[config.mk]
export PLATFORM = sky130hd
export DESIGN_NAME = debug_step_ctrl
export DESIGN_NICKNAME = d
export VERILOG_FILES = /design/src/rtl/debug_step_ctrl.sv
export SDC_FILE = /design/constraint.sdc
export NUM_CORES = 1
export LEC_CHECK = 0
export BUFFER_PORTS_ARGS = -buffer_cell sky130_fd_sc_hd__buf_4
export CAP_MARGIN = 40
export CORE_ASPECT_RATIO = 1.5
export CORE_MARGIN = 3
export CORE_UTILIZATION = 30
export CTS_BUF_LIST = sky130_fd_sc_hd__clkbuf_8
export DETAILED_ROUTE_END_ITERATION = 6
export GPL_ROUTABILITY_DRIVEN = 0
export HOLD_SLACK_MARGIN = 0.03
export PLACE_DENSITY = 0.52
export SYNTH_ARGS = -nofsm -noshare
export SYNTH_HDL_FRONTEND = slang
export SYNTH_SLANG_ARGS = --single-unit
[constraint.sdc]
create_clock -name clk -period 2.5 [get_ports clk]
set_input_delay 0.125 -clock clk [delete_from_list [all_inputs] [get_ports clk]]
set_output_delay 0.125 -clock clk [all_outputs]
set_load 0.02 [all_outputs]
[src/rtl/debug_step_ctrl.sv]
// Single-step run control: freezes the pipeline in debug mode and releases it for one commit per
// step-button press. The optional step watchdog is enabled by defining DEBUG_STEP_WATCHDOG_EN.
module debug_step_ctrl #(
    parameter int unsigned STEP_TIMEOUT = 1024
) (
    input  logic        clk,
    input  logic        rstn,
    input  logic        debug_flag,
    input  logic        debug_step,
    input  logic        commit_valid,
    output logic        cpu_stall,
    output logic [1:0]  step_state,
    output logic        step_done,
    output logic [15:0] step_count,
    output logic        step_timeout
);

    typedef enum logic [1:0] {
        StRun     = 2'd0,
        StHalt    = 2'd1,
        StStep    = 2'd2,
        StWaitRel = 2'd3
    } state_e;

    if (STEP_TIMEOUT < 2 || STEP_TIMEOUT > 65535) begin : g_bad_timeout
        $error("debug_step_ctrl: STEP_TIMEOUT must be in 2..65535");
    end

    state_e      state_q;
    logic        step_q;
    logic        done_q;
    logic [15:0] count_q;
    logic        step_rise;

    assign step_rise = debug_step & ~step_q;

`ifdef DEBUG_STEP_WATCHDOG_EN
    localparam logic [15:0] WdogLast = 16'(STEP_TIMEOUT - 1);

    logic [15:0] wdog_q;
    logic        timeout_q;
    logic        wdog_expired;

    assign wdog_expired = (wdog_q == WdogLast);
    assign step_timeout = timeout_q;
`else
    assign step_timeout = 1'b0;
`endif

    always_ff @(posedge clk or negedge rstn) begin
        if (!rstn) begin
            state_q   <= StRun;
            step_q    <= 1'b0;
            done_q    <= 1'b0;
            count_q   <= 16'd0;
`ifdef DEBUG_STEP_WATCHDOG_EN
            wdog_q    <= 16'd0;
            timeout_q <= 1'b0;
`endif
        end else begin
            step_q <= debug_step;
            done_q <= 1'b0;
            case (state_q)
                StRun: begin
                    if (debug_flag) state_q <= StHalt;
                end
                StHalt: begin
                    if (!debug_flag) begin
                        state_q <= StRun;
                    end else if (step_rise) begin
                        state_q   <= StStep;
`ifdef DEBUG_STEP_WATCHDOG_EN
                        wdog_q    <= 16'd0;
                        timeout_q <= 1'b0;
`endif
                    end
                end
                StStep: begin
                    // A commit counts even when debug mode is dropped on the same edge.
                    if (commit_valid) begin
                        count_q <= count_q + 16'd1;
                        done_q  <= 1'b1;
                    end
                    if (!debug_flag) begin
                        state_q <= StRun;
                    end else if (commit_valid) begin
                        state_q <= StWaitRel;
                    end
`ifdef DEBUG_STEP_WATCHDOG_EN
                    else if (wdog_expired) begin
                        state_q   <= StWaitRel;
                        timeout_q <= 1'b1;
                    end else begin
                        wdog_q <= wdog_q + 16'd1;
                    end
`endif
                end
                StWaitRel: begin
                    if (!debug_flag) begin
                        state_q <= StRun;
                    end else if (!debug_step) begin
                        state_q <= StHalt;
                    end
                end
                default: state_q <= StRun;
            endcase
        end
    end

    assign cpu_stall  = (state_q == StHalt) || (state_q == StWaitRel);
    assign step_state = state_q;
    assign step_done  = done_q;
    assign step_count = count_q;

endmodule

# After elaboration in Yosys (flattened, before gate mapping)
# Index checks and enable logic that the tools add are counted.
word_totals:
  input_bits: 5
  output_inout_bits: 21
  wordCells: 28
  ff_bits: 20
op_classes:
  eq_ne: 7
  n_reduce_logical: 4
  bitwise_logic: 2
  mux: 10
  addsub: 1
op_table:
  columns: ["operator", "count"]
  rows:
  - ["$add A16 B1 Y16 const B", 1]
  - ["$mux W2", 7]
  - ["$ne A3 B3 Y1 const B", 3]
  - ["$pmux W2 S4", 1]
  - ["$eq A2 B2 Y1 const B", 2]
  - ["$reduce_and A4 Y1", 1]
  - ["$eq A2 B1 Y1 const B", 1]
  - ["$logic_not A2 Y1", 1]
  - ["$mux W1", 2]
  - ["$ne A2 B2 Y1 const B", 1]
  - ["$reduce_and A2 Y1", 1]
  - ["$and A1 B1 Y1", 1]
  - ["$logic_or A1 B1 Y1", 1]
  - ["$not A1 Y1", 1]

# Depth between registers and ports, before layout
depth:
  word_depth: 5
  mapped_depth: 5
  mapped_depth_nobuf: 5

# Worst setup path after synthesis
# OpenSTA, ideal clock, no wires.
synth_timing:
  path_kind: "reg2reg"
  startpoint: "register count_q[0], in the netlist step_count[0]"
  endpoint: "register count_q[8], in the netlist step_count[8]"
  t_required_ps: 2371
  arrival_time_ps: 1357
  synth_period_minus_slack_ps: 1487
  stages_incl_launch_ff: 6
  setup_slack_ps: 1013
  path_cell_list: "dfrtp_1 -> ha_1 -> nand4b_1 -> nor3_2 -> nand3_1 -> xnor2_1"
synth_between:
  elab_chain_cells: 1
synth_rtl:
  columns: ["item", "line_no", "source"]
  rows:
  - ["start: declaration", "32", "logic [15:0] count_q;"]
  - ["start signal: assignment", "81", "count_q <= count_q + 16'd1;"]
  - ["$add A16 B1 Y16", "81", null]
# No other way between the ends.
# A chain may end at the register's enable or synchronous reset.

# Worst setup path after layout
layout_timing:
  startpoint: "register count_q[0], in the netlist step_count[0]"
  endpoint: "register count_q[10], in the netlist step_count[10]"
# Same word-level chain as after synthesis.

==> flow_metrics.env <==
export IMPL_outcome="completed"
export IMPL_clock_fmax_mhz=655
export IMPL_final_hold_viol_count=0
export IMPL_path_max_fanout=4
export IMPL_placement_rows=23
export IMPL_pwr_share_clk_pct=31.7
export IMPL_setup_ws_ns=0.973
export IMPL_final_area_um2=1190
export IMPL_finalNonFillerCells=140
export IMPL_p_comb_share_pct=17.8
export IMPL_synth_seq_cells=20
export IMPL_die_y_um=73.2
export IMPL_p_sw_share_pct=27.6
export IMPL_grt_pass1_vias=573
export IMPL_ioPinCount=26
export IMPL_synth_compound_area_share_pct=2.36
export IMPL_post_route_period_util_pct=61.1
export IMPL_num_vias=614
export IMPL_pwr_share_seq_pct=50.5
export IMPL_path_class="register to register"
export IMPL_syn_cell_area_um2=902
export IMPL_cp_depth=5
export IMPL_vdd_drop_max_uv=482
export IMPL_p_per_area_nw_per_um2=643
export IMPL_synth_xor_area_share_pct=14.6
export IMPL_required_ns=2.64
export IMPL_ys_top_cells_by_area="dfrtp_1 55%, xnor2_1 11%, xor2_1 3.9%"
export IMPL_hold_ws_ns=0.124
export IMPL_place_ws_ns=0.964
export IMPL_synth_nets=81
export IMPL_die_w_um=50.8
export IMPL_portBuffers=24
export IMPL_cpPeakStageDelay_ns=0.43
export IMPL_cts_buffer_depth=2
export IMPL_ant_nets=0
export IMPL_drc=0
export IMPL_crit_slowest_cell="dfrtp_1"
export IMPL_reg2reg_depth=5
export IMPL_r2r_start="step_count[0]"
export IMPL_rsz0062_at_grt="false"
export IMPL_setup_viol_count_final=0
export IMPL_clkLatencyLatePin_ns=0.25
export IMPL_tns_ns=0
export IMPL_grt_pass1_wl_mm=2.81
export IMPL_p_leak_nw=0.591
export IMPL_drt_iter0_drc=5
export IMPL_cts_sinks=20
export IMPL_htreeDepth=1
export IMPL_post_cts_resized=0
export IMPL_avgViaCountPerCell=4.39
export IMPL_place_inst=134
export IMPL_hp_start="debug_flag"
export IMPL_hold_path_class="primary input to register"
export IMPL_grt_util_all_layers_pct=10.3
export IMPL_crit_buf_inv=0
export IMPL_synth_area_per_cell_um2=12.0
export IMPL_cpLargestDelayFamily="simple AND/OR/NAND/NOR gates"
export IMPL_grt_max_degree=21
export IMPL_antenna_found_initial=0
export IMPL_clk_pin_slew_ns=0.07
export IMPL_numCtsBuffers=3
export IMPL_yosysSeqAreaShare_pct=55.5
export IMPL_endpoint="step_count[10]"
export IMPL_area_growth_synth_to_final_pct=31.5
export IMPL_total_power_mw=0.763
export IMPL_worstPathArrival_ns=1.67
export IMPL_r2r_end="step_count[10]"
export IMPL_routedWlPerCell_um=12.7
export IMPL_core_um2=2760
export IMPL_wirelength_mm=1.78
export IMPL_initial_core_util_pct=32.7
export IMPL_worstPathCellList="ha_1 > nand4b_1 > nor4_2 > nand2_1 > xnor2_1"
export IMPL_yosysTopAreaCell="dfrtp_1"
export IMPL_synthMuxAreaShare_pct=1.25
export IMPL_synth_top_cell_area_share_pct=55.5
export IMPL_setup_worst_path_end_class="register"
export IMPL_reg2reg_slack_ns=0.97
export IMPL_cts_tree="yes"
export IMPL_placed_cell_area_um2=1110
export IMPL_num_fill_cells=299
export IMPL_post_route_min_period_ns=1.53
export IMPL_crit_start="step_count[0]"
export IMPL_antenna_cells=0
export IMPL_p_int_mw=0.553
export IMPL_yosys_area_share_simple_pct=20.1
export IMPL_fin_nets=110
export IMPL_dp_hpwl_mm=1.33
export IMPL_synthAdderAreaFrac_pct=1.39
export IMPL_power_net_switching_mw=0.210
export IMPL_postLayoutCoreUtil_pct=42.9
export IMPL_finalClockSkew_ns=0.00216
export IMPL_first_pass_iters=4
export IMPL_dieArea_um2=3710
export IMPL_yosysWarnings=0
export IMPL_gr_total_overflow=0
export IMPL_maxCapViolCount=0
export IMPL_root_buffer="clkbuf_8"
export IMPL_drive_above_1_share_pct=35.0
export IMPL_drv_slew=0
export IMPL_postSynthCellCount=75
export IMPL_synth_distinct_cells=24
export IMPL_cp_start_kind="register"
export IMPL_synth_top_family_by_area="simple AND/OR/NAND/NOR gates"
## what timing repair did
item	4_1_cts	5_1_grt
hold buffers	2	0
endpoints found under the hold margin	21	0
buffers inserted	0	0
## kinds of logic after synthesis
kind of cell,Yosys count
compound gates,3
xor+xnor,15
other cells,1
fa+ha+maj,1
mux,1
buf+inv,8
simple gates,26
flops,20
## final cells by class
| type | count | area, um2 | area share (%) |
|---|---|---|---|
| inverters | 6 | 22.5 | 1.90 |
| well taps | 37 | 46.3 | 3.90 |
| flip-flops and latches | 20 | 500 | 42.2 |
| multi-input cells | 47 | 362 | 30.5 |
| repair buffers | 26 | 200 | 16.9 |
| clock buffers | 4 | 55.1 | 4.64 |
## registers in the layout, indices dropped and copies added, names as in the netlist
signal and count:
step_count 16, step_state 2, step_done 1, step_q 1
## layout by cell type, fill, tap and decap left out
| cell type | synthesis | routed |
|---|---|---|
| ha_1 | 1 | 1 |
| nor3_1 | 2 | 2 |
| nand4b_1 | 1 | 1 |
| and3_1 | 1 | 1 |
| o21ai_0 | 1 | 1 |
| nor2_1 | 3 | 3 |
| nand3b_4 | 1 | 1 |
| buf_4 | 1 | 24 |
| conb_1 | 1 | 1 |
| nand3_2 | 2 | 2 |
| dfrtp_1 | 20 | 20 |
| nand4_1 | 2 | 2 |
| nor4_2 | 1 | 1 |
| xnor2_1 | 11 | 11 |
| o311a_2 | 1 | 1 |
| dlygate4sd3_1 | 1 | 2 |
| nand2_1 | 5 | 5 |
| xor2_1 | 4 | 4 |
| nand3_1 | 6 | 6 |
| clkbuf_8 | 0 | 4 |
| mux2_2 | 1 | 1 |
| nor4_4 | 1 | 1 |
| inv_1 | 6 | 6 |
| a21oi_1 | 1 | 1 |
| nor3_2 | 1 | 1 |
## power groups by stage
stage / sequential, mW / combinational, mW / clock [mW]
after CTS: 0.386 / 0.138 / 0.250
final: 0.385 / 0.135 / 0.242
after global routing: 0.391 / 0.145 / 0.266
after detailed placement: 0.392 / 0.135 / 0
after global placement: 0.390 / 0.138 / 0
after floorplan: 0.416 / 0.0474 / 0
## layer usage
layer	routed length (um)	vias up	part of all wire [%]	track usage, %
met5	0	-	0	0
met4	19	0	1.1	6.29
met3	98	2	5.5	1.43
met2	921	16	52	15.8
met1	739	293	42	13.7
li1	-	303	-	-
## synthesized netlist by cell type
cell type	instances
dfrtp_1	20
xnor2_1	11
inv_1	6
nand3_1	6
nand2_1	5
xor2_1	4
nor2_1	3
nand3_2	2
nand4_1	2
nor3_1	2
a21oi_1	1
and3_1	1
buf_4	1
conb_1	1
dlygate4sd3_1	1
ha_1	1
mux2_2	1
nand3b_4	1
nand4b_1	1
nor3_2	1
nor4_2	1
nor4_4	1
o21ai_0	1
o311a_2	1
## worst reg2reg max path, delay by kind of cell (launching register included)
| kind | cells | cell delay [ns] |
|---|---|---|
| flops | 1 | 0.43 |
| xor+xnor | 1 | 0.13 |
| fa+ha+maj | 1 | 0.18 |
| simple gates | 3 | 0.68 |
## worst min path at each step
stage / cells past startpoint / end
after floorplan: 0 / step_count[0]
after global placement: 1 / step_count[12]
after detailed placement: 1 / step_count[12]
after CTS: 2 / step_state[0]
after global routing: 2 / step_state[0]
final: 3 / step_state[1]
Power figures use the tool's default switching activity.
